--- src/rtl/input_channel_buffer.sv ---
// Per-input-channel flit buffer: framing filter in front of a circular FIFO
// whose oldest entry is presented to the output-port allocator as head_flit.
module input_channel_buffer #(
    parameter int DEPTH = 4
) (
    input  logic                       clk,
    input  logic                       rst_n,
    input  logic [3:0]                 in_flit,
    input  logic                       in_valid,
    output logic                       in_ready,
    output logic [3:0]                 head_flit,
    input  logic                       pop,
    output logic [$clog2(DEPTH):0]     count,
    output logic                       drop_err
);

    localparam int AW = $clog2(DEPTH);
    localparam int CW = AW + 1;
    localparam logic [CW-1:0] FULL_COUNT = CW'(DEPTH);

    localparam logic [1:0] TYPE_NULL     = 2'b00;
    localparam logic [1:0] TYPE_RESERVED = 2'b01;
    localparam logic [1:0] TYPE_PAYLOAD  = 2'b10;
    localparam logic [1:0] TYPE_HEADER   = 2'b11;

    // Handshake: a flit transfers on a rising edge where in_valid & in_ready
    // are both high; in_ready depends only on the stored count.
    typedef enum logic {
        IDLE = 1'b0,
        PKT  = 1'b1
    } state_t;

    state_t         state;
    state_t         state_next;

    logic [3:0]     mem [DEPTH];
    logic [AW-1:0]  wr_ptr;
    logic [AW-1:0]  rd_ptr;
    logic [CW-1:0]  cnt;
    logic           drop_q;

    logic           accept;
    logic           store;
    logic           drop;
    logic           pop_ok;
    logic [1:0]     flit_type;

    assign flit_type = in_flit[3:2];
    assign accept    = in_valid & in_ready;
    assign pop_ok    = pop & (cnt != '0);

    always_comb begin
        state_next = state;
        store      = 1'b0;
        drop       = 1'b0;
        if (accept) begin
            case (flit_type)
                TYPE_HEADER: begin
                    store      = 1'b1;
                    state_next = PKT;
                end
                TYPE_PAYLOAD: begin
                    if (state == PKT) begin
                        store = 1'b1;
                    end else begin
                        drop = 1'b1;
                    end
                end
                TYPE_NULL: begin
                    state_next = IDLE;
                end
                TYPE_RESERVED: begin
                    drop       = 1'b1;
                    state_next = IDLE;
                end
                default: begin
                    state_next = IDLE;
                end
            endcase
        end
    end

    always_ff @(posedge clk) begin
        if (!rst_n) begin
            state <= IDLE;
        end else begin
            state <= state_next;
        end
    end

    // Storage is deliberately not reset; the count gates what is visible.
    always_ff @(posedge clk) begin
        if (store) begin
            mem[wr_ptr] <= in_flit;
        end
    end

    always_ff @(posedge clk) begin
        if (!rst_n) begin
            wr_ptr <= '0;
            rd_ptr <= '0;
            cnt    <= '0;
            drop_q <= 1'b0;
        end else begin
            drop_q <= drop;
            if (store) begin
                wr_ptr <= wr_ptr + AW'(1);
            end
            if (pop_ok) begin
                rd_ptr <= rd_ptr + AW'(1);
            end
            case ({store, pop_ok})
                2'b10:   cnt <= cnt + CW'(1);
                2'b01:   cnt <= cnt - CW'(1);
                default: cnt <= cnt;
            endcase
        end
    end

    // Full blocks acceptance even when a pop is in the same cycle.
    assign in_ready  = (cnt != FULL_COUNT);
    assign head_flit = (cnt != '0) ? mem[rd_ptr] : 4'b0000;
    assign count     = cnt;
    assign drop_err  = drop_q;

endmodule

--- config.mk ---
export PLATFORM = sky130hd
export DESIGN_NAME = input_channel_buffer
export DESIGN_NICKNAME = d
export VERILOG_FILES = /design/src/rtl/input_channel_buffer.sv
export SDC_FILE = /design/constraint.sdc
export NUM_CORES = 1
export LEC_CHECK = 0
export BUFFER_PORTS_ARGS = -buffer_cell sky130_fd_sc_hd__buf_2
export CAP_MARGIN = 0
export CORE_UTILIZATION = 59
export CTS_CLUSTER_SIZE = 25
export DETAILED_ROUTE_END_ITERATION = 10
export PLACE_DENSITY = 0.82
export SLEW_MARGIN = 20
export SYNTH_ARGS = -nofsm -noshare
export SYNTH_HDL_FRONTEND = slang
export SYNTH_SLANG_ARGS = --single-unit
--- constraint.sdc ---
create_clock -name clk -period 4.8 [get_ports clk]
set_input_delay 0.24 -clock clk [delete_from_list [all_inputs] [get_ports clk]]
set_output_delay 0.24 -clock clk [all_outputs]
set_load 0.02 [all_outputs]
==> After elaboration in Yosys (flattened, before gate mapping) <==
Memory sizes are Yosys's and may differ from the RTL's. A register that Yosys moved wholly into a read port is not among the register bits.
Cells that the tools add are included.
{ "op_classes": {"addsub": 4, "eq_ne": 6, "muxes": 12, "bitwise_logic": 2, "n_reduce_logical": 7} }
{ "ops": {"columns": ["op", "n"], "rows": [
  ["$eq A2 B2 Y1 const B", 3],
  ["$pmux W1 S2", 3],
  ["$pmux W3 S2", 1],
  ["$mux W1", 5],
  ["$add A2 B1 Y2 const B", 2],
  ["$eq A2 B1 Y1 const B", 2],
  ["$mux W2", 2],
  ["$mux W4", 1],
  ["$reduce_and A2 Y1", 2],
  ["$reduce_bool A2 Y1", 2],
  ["$add A3 B1 Y3 const B", 1],
  ["$ne A3 B3 Y1 const B", 1],
  ["$reduce_bool A3 Y1", 1],
  ["$sub A3 B1 Y3 const B", 1],
  ["$and A1 B1 Y1", 2],
  ["$logic_not A2 Y1", 1],
  ["$reduce_or A2 Y1", 1]
]} }
{ "totals": {"register_bits": 9, "mem_bits_rw": 16, "inputBits": 8, "output_inout_bits": 9, "word_cells": 37, "memories": 1} }
{ "memory_table": {"columns": ["memory", "words", "width", "rd", "rd_ports_with_merged_regs", "write_ports", "line", "text"], "rows": [
  ["mem", 4, 4, 1, 1, 1, "36", "logic [3:0] mem [DEPTH];"]
]} }

==> Logic depth before layout (Yosys ltp) <==
Gate-level depths: netlist (run 1).
{ "depth": {"ltp_word": 5, "depth_mapped": 11, "ltp_nobuf": 11} }

==> Worst setup path before layout (run 1) <==
No wires, ideal clock.
{ "synth_timing": {"path_kind": "reg2reg", "start": "register cnt[2], in the netlist count[2]", "end": "register cnt[2], in the netlist count[2]", "setup_ps": 70, "arrival_ps": 2156, "t_required_ps": 4730, "slack_ps": 2574, "stages_incl_launch_ff": 10, "path_buffers": 0, "period_less_slack_ps": 2226, "cell_sequence": "dfxtp_1 -> nor3b_2 -> nor3_4 -> inv_1 -> ha_1 -> inv_1 -> fa_1 -> xor2_1 -> or3_1 -> a21oi_1"} }
{ "synth_between": {"elab_chain_len": 5, "elab_cells_between_ends": 11, "classes_between": "2 x add/sub; 3 x eq/ne; 2 x mux; 2 x bitwise; 2 x reduce/logical"} }
{ "synth_lines": {"columns": ["item", "line", "text"], "rows": [
  ["start: declaration", "39", "logic [CW-1:0] cnt;"],
  ["start signal: assignment", "113", "2'b10: cnt <= cnt + CW'(1);"],
  ["start signal: assignment", "114", "2'b01: cnt <= cnt - CW'(1);"],
  ["start signal: assignment", "115", "default: cnt <= cnt;"],
  ["$ne A3 B3 Y1", "121", "assign in_ready = (cnt != FULL_COUNT);"],
  ["$and A1 B1 Y1", "49", "assign accept = in_valid & in_ready;"],
  ["$mux W1", "56", "if (accept) begin"],
  ["$eq A2 B1 Y1 / $eq A2 B2 Y1 (equally long branches)", "112", "case ({store, pop_ok})"],
  ["$pmux W3 S2 / $reduce_bool A2 Y1 (equally long branches)", null, null]
]} }
Several ways; a longest one is shown, not always the timed one.
A chain may end at the register's enable or synchronous reset.

==> Final worst setup path (run 1) <==
Ends and elaborated chain as after synthesis.

==> results_dict.tcl, run 1 <==
set metrics [dict create \
    portBuffers 16 \
    dr.first_iter.drc_count 14 \
    dp_hpwl_microns 1460 \
    die_y_microns 48.03 \
    yosys_warnings 0 \
    cts_tree "done" \
    start_util 0.6307 \
    synth_flop_cell "edfxtp_1" \
    swShare 0.3370 \
    critical_path_arrival_ns 2.59 \
    drt-pass1-iter-count 4 \
    gp_congestion 0.6870 \
    core_sq_um 1982 \
    power.leakage_nw 0.5427 \
    cp-start-kind "flop" \
    yosysMostFrequentCell "edfxtp_1" \
    critPathTopFamily "simple AND/OR/NAND/NOR gates" \
    synth_top_area_frac 0.3844 \
    max_cap_violations 0 \
    synthesis.instances 97 \
    syn_avg_cell_area_sq_um 12.89 \
    max_freq_mhz 429.3 \
    finalSetupTns_ns 0 \
    vias 741 \
    hold_buffers 0 \
    cpMostUsedCell "inv_1" \
    final_nets 137 \
    cp_max_fo 7 \
    syn_nets 116 \
    wire_per_inst_microns 12.83 \
    cts_buffers 3 \
    ant_nets 0 \
    drive_gt1_frac 0.2308 \
    p_int_mw 0.3679 \
    critPathBufInv 2 \
    synth.area.top_cells "edfxtp_1, dfxtp_1, ha_1" \
    p_comb_frac 0.312 \
    post-route-util 0.7020 \
    areaGrowthSynthToFinish_pct 11.31 \
    wl_met2_microns 966 \
    path_clk_slew_ns 0.14 \
    synth_cell_type_count 22 \
    antenna_found_initial 0 \
    period_minus_slack_ns 2.329 \
    drt-met1-wl_microns 803 \
    drv_slew 0 \
    outcome "finished, final reports clean" \
    grtUsageTotal 0.1906 \
    clock_sinks 27 \
    grt_max_degree 16 \
    die_x_microns 48.03 \
    synth-seq-cells 27 \
    setup_viol 0 \
    p_clk_frac 0.166 \
    htreeDepth 1 \
    worstPathRequired_ns 5.06 \
    slowest_stage "dfxtp_1" \
    grt_pass1_wl_microns 2842 \
    cts-root-buf "clkbuf_4" \
    clock-skew-final_ns 0.01289 \
    synth-edff-count 16 \
    tightest_slew_ns 0.4135 \
    slew-limit-headroom 0.7228 \
    num_rows 16 \
    ir_worst_vdd_mv 0.2537 \
    crit_chain "nor3b_2 -> nor3_4 -> inv_1 -> ha_1 -> inv_1 -> fa_1 -> xor2_1 -> or3_1 -> a21oi_1" \
    wl_met3_microns 52 \
    async_flop_share 0 \
    diodes 0 \
    end_kind "flop" \
    gr-total-overflow 0 \
    drt-total-wl_microns 1847 \
    avgViaCountPerCell 5.146 \
    synth_largest_area_cell "edfxtp_1" \
    die-area_sq_um 2306 \
    ys_seq_area_frac 0.5606 \
    cts_buffer_depth 2 \
    hold_class "input pin to flop" \
    synthTopCellsByCount "edfxtp_1, inv_1, dfxtp_1" \
    top_layer_used "met4" \
    timing.final.hold_violations 0 \
    cts_setup_buffers 0 \
    seq_power_share 0.522 \
    power_density_nw_per_um2 398.8 \
    switchingPower_mw 0.1869 \
    netlist_area_sq_um 1250 \
    crit_type "flop to flop" \
    cp_slowest_stage_delay_ns 0.44 \
    fin_crit_sh 0.4853 \
    fillers 150 \
    finalPower_mw 0.5548 \
    cts_resized 0 \
    drc_errors 0 \
    clk_latency_ns 0.31 \
    grt_pass1_vias 685 \
    grt_setup_unrepaired "false" \
    ioPinCount 17 \
]
## stage by stage
stage                     setup slack, ns  cell area (sq um)  instances  hold WS [ns]
after floorplan                     2.574               1250         97        0.3389
after global placement              2.517               1364        140        0.4539
after detailed placement            2.410               1364        140        0.4597
after CTS                           2.463               1391        144        0.1318
after global routing                2.292               1391        144        0.1214
final                               2.471               1391        144        0.1366
## metal layers
metal / GRT usage / up-vias
met2: 0.3324 / 13
met5: 0 / -
met3: 0.04528 / 2
li1: - / 376
met1: 0.2228 / 350
met4: 0.08333 / 0
## registers in the layout (all words and copies together) (netlist names), named ones only
| register | count |
|---|---|
| wr_ptr | 2 |
| drop_err | 1 |
| count | 3 |
| mem | 16 |
| rd_ptr | 2 |
| state | 1 |
## worst paths after layout
check,from,to,slack (ns),cells after the start
worst max-delay path,count[2]$_SDFFE_PN0P_,count[2]$_SDFFE_PN0P_,2.47,9
worst min-delay path,in_flit[0],mem[0][0]$_DFFE_PP_,0.14,1
worst max register to register,count[2]$_SDFFE_PN0P_,count[2]$_SDFFE_PN0P_,2.47,9
worst min register to register,state$_SDFFE_PN0P_,state$_SDFFE_PN0P_,0.50,2
## cell usage in the layout (no fill, tap or decap), types with 3 or more instances in the layout
master / n
a21oi_1: 7
and2_1: 4
buf_2: 16
clkbuf_4: 3
dfxtp_1: 11
edfxtp_1: 16
ha_1: 10
inv_1: 13
mux4_2: 4
nand2_1: 5
nor2_1: 6
nor2b_1: 4
xor2_1: 3
## final cells by class
class	count	area [sq um]	area share
clock buffer	3	22.52	0.01619
clock inverter	1	5.005	0.003597
inverter	13	48.80	0.03507
multi-input combinational	57	500.5	0.3597
sequential	27	700.7	0.5036
tap	27	33.78	0.02428
timing repair buffer	16	80.08	0.05755
## power groups by stage
stage / sequential, mW / combinational [mW] / clock, mW
global placement: 0.294 / 0.169 / 0
CTS: 0.290 / 0.176 / 0.0944
floorplan: 0.300 / 0.118 / 0
global route: 0.295 / 0.199 / 0.104
finish: 0.290 / 0.173 / 0.0920
detailed placement: 0.296 / 0.176 / 0
## logic make-up (layout without fill, tap and decap cells)
group / Yosys count / count (layout) / share of synthesized area
AO/OA/AOI/OAI: 11 / 11 / 0.04905
adder cells (fa/ha/maj): 11 / 11 / 0.1161
XOR/XNOR: 3 / 3 / 0.02102
flip-flops: 27 / 27 / 0.5606
buffers and inverters: 13 / 33 / 0.03904
multiplexers: 6 / 6 / 0.08809
AND/OR/NAND/NOR: 26 / 26 / 0.1261
(Power assumes the default switching activity.)
==> inputs of run 2 (changes only) <==
- CORE_UTILIZATION: 59 -> 50
- PLACE_DENSITY: 0.82 -> 0.75
- clock period: 4.8 -> 2.1 ns (I/O delays scaled with it)
==> run 2 against run 1 <==
Against the previous run:
- critical path depth did not move
- flip-flop and latch count did not move
- first-iteration DRC count rose by 29%
- critical endpoint unchanged
- highest routed layer unchanged
==> results_dict.tcl, run 2 (synthesis results as in run 1) <==
set metrics [dict create \
    critPathCapture "count[2]$_SDFFE_PN0P_" \
    core_sq_um 2276 \
    cp-start-kind "flop" \
    top_register "mem" \
    drc_errors 0 \
    p_comb_frac 0.355 \
    drv_slew 0 \
    crit_type "flop to flop" \
    drt-pass1-iter-count 4 \
    start_util 0.5492 \
    htreeDepth 1 \
    max_cap_violations 0 \
    multi_input_area_sq_um 521.8 \
    fin_crit_sh 0.9462 \
    gr-total-overflow 0 \
    grtUsageTotal 0.1673 \
    rrSetupSlack_ns 0.11 \
    final_cell_mix "buf_2, edfxtp_1, inv_1" \
    cts_buffer_depth 2 \
    gp_congestion 0.7026 \
    end_kind "flop" \
    reg2reg_to "count[2]$_SDFFE_PN0P_" \
    slowest_stage "dfxtp_4" \
    grt_pass1_wl_microns 3222 \
    cts_buffers 3 \
    seq_power_share 0.486 \
    hold_class "input pin to flop" \
    dr.first_iter.drc_count 18 \
    swShare 0.3377 \
    worstPathRequired_ns 2.37 \
    power_density_nw_per_um2 919.6 \
    largest_register_ffs 16 \
    dp_hpwl_microns 1505 \
    p_clk_frac 0.159 \
    drive_gt1_frac 0.3150 \
    final_nets 147 \
    ioPinCount 17 \
    cp_max_fo 4 \
    p_int_mw 0.9160 \
    die_y_microns 52 \
    cts_tree "done" \
    antenna_found_initial 0 \
    outcome "finished, final reports clean" \
    areaGrowthSynthToFinish_pct 20.32 \
    grt_pass1_vias 726 \
    fillers 173 \
    num_rows 17 \
    ir_worst_vdd_mv 0.7341 \
    avgViaCountPerCell 5.219 \
    period_minus_slack_ns 1.987 \
    clk_latency_ns 0.32 \
    die-area_sq_um 2704 \
    regArea_sq_um 711.9 \
    critical_path_arrival_ns 2.25 \
    rr_startpoint "count[0]$_SDFFE_PN0P_" \
    wire_per_inst_microns 13.12 \
    die_x_microns 52 \
    cts-root-buf "clkbuf_4" \
    ant_nets 0 \
    grt_max_degree 15 \
    clock-skew-final_ns 0.005386 \
    switchingPower_mw 0.4670 \
    slew-limit-headroom 0.7196 \
    finalPower_mw 1.383 \
    diodes 0 \
    rr_worst_depth 9 \
    vias 809 \
    cpMostUsedCell "inv_1" \
    cp-startpoint "count[0]$_SDFFE_PN0P_" \
    max_freq_mhz 503.3 \
    tightest_slew_ns 0.4153 \
    timing.final.hold_violations 0 \
    post-route-util 0.6608 \
    setup_viol 0 \
    portBuffers 16 \
    cp_slowest_stage_delay_ns 0.39 \
    drt-total-wl_microns 2034 \
    power.leakage_nw 0.5929 \
    crit_chain "nor3b_4 -> nor3_4 -> inv_1 -> ha_2 -> inv_1 -> fa_2 -> xor2_1 -> or3_1 -> a21oi_2" \
    path_clk_slew_ns 0.14 \
    clock_sinks 27 \
]
-- run 2: cell count changes in the layout (fill, tap and decap cells not counted), sizes merged --
cell / before / now
buf: 16 / 24
dlygate4sd3: 0 / 2
clkbuf: 3 / 4
clkinv: 1 / 0
-- run 2: cell type report --
class / count / share of cell area
tap: 28 / 0.02329
inverter: 13 / 0.03245
sequential: 27 / 0.4734
multi-input combinational: 57 / 0.3469
clock buffer: 4 / 0.01747
timing repair buffer: 26 / 0.1065
-- run 2: power by group through the flow --
| stage | clock network (mW) | registers, mW | logic, mW |
|---|---|---|---|
| 2_1_floorplan | 0 | 0.692 | 0.273 |
| 3_3_place_gp | 0 | 0.680 | 0.399 |
| 3_5_place_dp | 0 | 0.680 | 0.416 |
| 4_1_cts | 0.219 | 0.669 | 0.423 |
| 5_1_grt | 0.247 | 0.681 | 0.539 |
| 6_report | 0.220 | 0.672 | 0.491 |
-- run 2: through the flow --
stage | hold WS [ns] | worst slack, ns | TNS (ns) | instances | cell area, sq um
after floorplan | 0.2039 | 0.001734 | 0 | 97 | 1257
after global placement | 0.3166 | 0.04984 | 0 | 145 | 1403
after detailed placement | 0.3192 | -0.04333 | -0.04333 | 145 | 1403
after CTS | 0.05963 | 0.005921 | 0 | 151 | 1449
after global routing | 0.04491 | -0.008098 | -0.008098 | 155 | 1504
final | 0.05455 | 0.1130 | 0 | 155 | 1504
-- run 2: how the worst min path moves through the flow --
stage	cells after the start	to	start	slack (ns)
floorplan	0	mem[0][0]$_DFFE_PP_	in_flit[0]	0.20
global placement	1	mem[2][0]$_DFFE_PP_	in_flit[0]	0.32
detailed placement	1	mem[3][0]$_DFFE_PP_	in_flit[0]	0.32
CTS	3	drop_err$_SDFF_PN0_	rst_n	0.06
global route	1	mem[0][3]$_DFFE_PP_	in_flit[3]	0.04
finish	3	drop_err$_SDFF_PN0_	rst_n	0.05
-- run 2: critical path, delay by kind of cell (launching register included) --
kind / cells / cell delay, ns
buf+inv: 2 / 0.11
xor+xnor: 1 / 0.15
fa+ha+maj: 2 / 0.50
simple gates: 3 / 0.66
flops: 1 / 0.39
compound gates: 1 / 0.13
-- run 2: timing repair --
item                                    CTS  global route
resized for setup                         0             9
hold buffers                              2             0
endpoints found under the hold margin     8             0
endpoints found under the setup margin    0             1
buffers inserted                          0             4
-- run 2: routing by layer --
| metal | share of wire | routed length [microns] | vias to the layer above | global-route usage |
|---|---|---|---|---|
| met5 | 0 | 0 | - | 0 |
| met4 | 0.012 | 25 | 0 | 0.06757 |
| met3 | 0.035 | 72 | 4 | 0.02632 |
| met2 | 0.52 | 1048 | 16 | 0.2671 |
| met1 | 0.44 | 888 | 390 | 0.2261 |
| li1 | - | - | 399 | - |
==> inputs of run 3 (changes only) <==
- ABC_AREA: unset -> 1
- PLACE_DENSITY: 0.75 -> 0.74
==> run 3 against run 2 <==
Against the previous run:
- via count is 17% higher
- clock skew decreased by 0.0035 ns
- hold slack worse by 0.032 ns
- routed wire length is 8.1% higher
- cell area fell by 2.0%
- flip-flop and latch count did not move
- largest cell class unchanged
==> results_dict.tcl, run 3 <==
set metrics [dict create \
    outcome "finished, final reports clean" \
    cp-startpoint "count[2]$_SDFFE_PN0P_" \
    top_register "mem" \
    grtUsageTotal 0.1781 \
    crit_type "flop to flop" \
    dp_hpwl_microns 1680 \
    cp-start-kind "flop" \
    dr.first_iter.drc_count 22 \
    synth-seq-cells 27 \
    cts-root-buf "clkbuf_4" \
    grt_pass1_wl_microns 3663 \
    cts_setup_buffers 0 \
    crit_chain "inv_1 -> nand2_2 -> nand2_1 -> inv_1 -> ha_1 -> inv_1 -> fa_1 -> inv_1 -> nand2_1 -> nand3_1 -> nand2_1 -> nand2_1 -> nor2_1" \
    wire_per_inst_microns 11.21 \
    cp_max_fo 4 \
    areaGrowthSynthToFinish_pct 10.82 \
    syn_nets 166 \
    synth_largest_area_cell "edfxtp_1" \
    finalWorstSetupSlack_ns 0.2973 \
    cts_tree "done" \
    finalSetupTns_ns 0 \
    clock-skew-final_ns 0.001924 \
    ioPinCount 17 \
    vias 949 \
    hold_class "input pin to flop" \
    synthTopCellsByCount "inv_1, nor2_1, nand2_1" \
    avgViaCountPerCell 4.842 \
    diodes 0 \
    num_rows 18 \
    setup_viol 0 \
    grt_max_degree 15 \
    drt-total-wl_microns 2198 \
    critical_path_arrival_ns 2.03 \
    grt_setup_unrepaired "false" \
    min_from "in_flit[1]" \
    synth_cell_type_count 18 \
    yosysMostFrequentCell "inv_1" \
    gp_congestion 0.7712 \
    die-area_sq_um 2870 \
    period_minus_slack_ns 1.803 \
    largest_register_ffs 16 \
    hold_buffers 0 \
    final_common_cell "inv_1" \
    ant_nets 0 \
    die_x_microns 53.58 \
    netlist_area_sq_um 1330 \
    dp_slack_ns 0.1830 \
    core_sq_um 2500 \
    cts_resized 0 \
    synth_top_area_frac 0.3612 \
    synth.area.top_cells "edfxtp_1, dfxtp_1, ha_1" \
    drt-pass1-iter-count 4 \
    drc_errors 0 \
    antenna_found_initial 0 \
    clk_latency_ns 0.31 \
    start_util 0.5320 \
    clock_sinks 27 \
    cts_buffer_depth 2 \
    async_flop_share 0 \
    post-route-util 0.5896 \
    drv_slew 0 \
    cts_buffers 3 \
    gr-total-overflow 0 \
    end_kind "flop" \
    final_nets 186 \
    htreeDepth 1 \
    yosys_warnings 0 \
    ys_seq_area_frac 0.5268 \
    worstPathRequired_ns 2.32 \
    power_density_nw_per_um2 975.0 \
    fin_crit_sh 0.8584 \
    fillers 225 \
    max_cap_violations 0 \
    cp_slowest_stage_delay_ns 0.42 \
    max_freq_mhz 554.7 \
    synth_flop_cell "edfxtp_1" \
    synthesis.instances 147 \
    synth-edff-count 16 \
    syn_avg_cell_area_sq_um 9.048 \
    rr_startpoint "count[2]$_SDFFE_PN0P_" \
    grt_pass1_vias 861 \
    drive_gt1_frac 0.1386 \
    ir_worst_vdd_mv 0.5825 \
    power.leakage_nw 0.6695 \
    timing.final.hold_violations 0 \
    tightest_slew_ns 0.4420 \
    path_clk_slew_ns 0.13 \
    slew-limit-headroom 0.7042 \
    final_cell_mix "inv_1, nor2_1, nand2_1" \
    slowest_stage "dfxtp_1" \
    portBuffers 16 \
    die_y_microns 53.58 \
]
run 3: changes by cell type after synthesis, moves of 3 or more:
cell	previous run	this run
nor2b_1	4	0
mux4_2	4	0
and2_1	4	0
xor2_1	3	0
nand4_1	0	3
inv_1	13	29
nand3_1	0	4
nor2_1	6	25
nand2_1	5	21
o21ai_0	2	10
run 3: logic make-up (layout without fill, tap and decap cells):
| family | Yosys count | count (layout) | share of synthesized area |
|---|---|---|---|
| AOI/OAI and AO/OA | 20 | 20 | 0.07714 |
| adders and majority gates | 11 | 11 | 0.1091 |
| buffers and inverters | 31 | 50 | 0.08937 |
| DFF | 27 | 27 | 0.5268 |
| and+or+nand+nor | 58 | 58 | 0.1976 |
run 3: final timing paths:
path | slack (ns) | cells past startpoint | endpoint
hold / removal | 0.02 | 1 | mem[1][1]$_DFFE_PP_
setup / recovery | 0.30 | 13 | count[2]$_SDFFE_PN0P_
setup reg to reg | 0.30 | 13 | count[2]$_SDFFE_PN0P_
hold reg to reg | 0.51 | 2 | rd_ptr[1]$_SDFFE_PN0P_
run 3: metal layers:
layer / vias to the layer above / share of wire / track usage / wire length [microns]
met5: - / 0 / 0 / 0
met4: 0 / 0.0055 / 0.05263 / 12
met3: 2 / 0.028 / 0.02542 / 62
met2: 13 / 0.50 / 0.3188 / 1090
met1: 432 / 0.47 / 0.2204 / 1032
li1: 502 / - / - / -
run 3: cell type report:
class	count	area (sq um)	share of cell area
Sequential cell	27	700.7	0.4754
Multi-Input combinational cell	89	510.5	0.3464
Inverter	29	108.9	0.07385
Timing Repair Buffer	17	90.09	0.06112
Tap cell	30	37.54	0.02547
Clock buffer	4	26.28	0.01783
run 3: stage by stage:
stage / cells / hold WS, ns / instance area (sq um) / power (mW)
2_1_floorplan: 147 / 0.2039 / 1330 / 1.086
3_3_place_gp: 191 / 0.3269 / 1438 / 1.222
3_5_place_dp: 191 / 0.3389 / 1438 / 1.237
4_1_cts: 195 / 0.008831 / 1464 / 1.447
5_1_grt: 196 / 0.002807 / 1474 / 1.557
6_report: 196 / 0.02266 / 1474 / 1.437
run 3: power breakdown:
group	switching, mW	total (mW)	internal, mW	leakage [nW]
clock network	0.139	0.213	0.0740	0.0150
logic	0.364	0.548	0.184	0.420
registers	0.0609	0.676	0.615	0.235
run 3: critical path: cells and delay by family, from the launching register on:
family                   cells  cell delay, ns
AND/OR/NAND/NOR              7            0.47
buffers and inverters        4            0.29
flip-flops                   1            0.42
adder cells (fa/ha/maj)      2            0.52
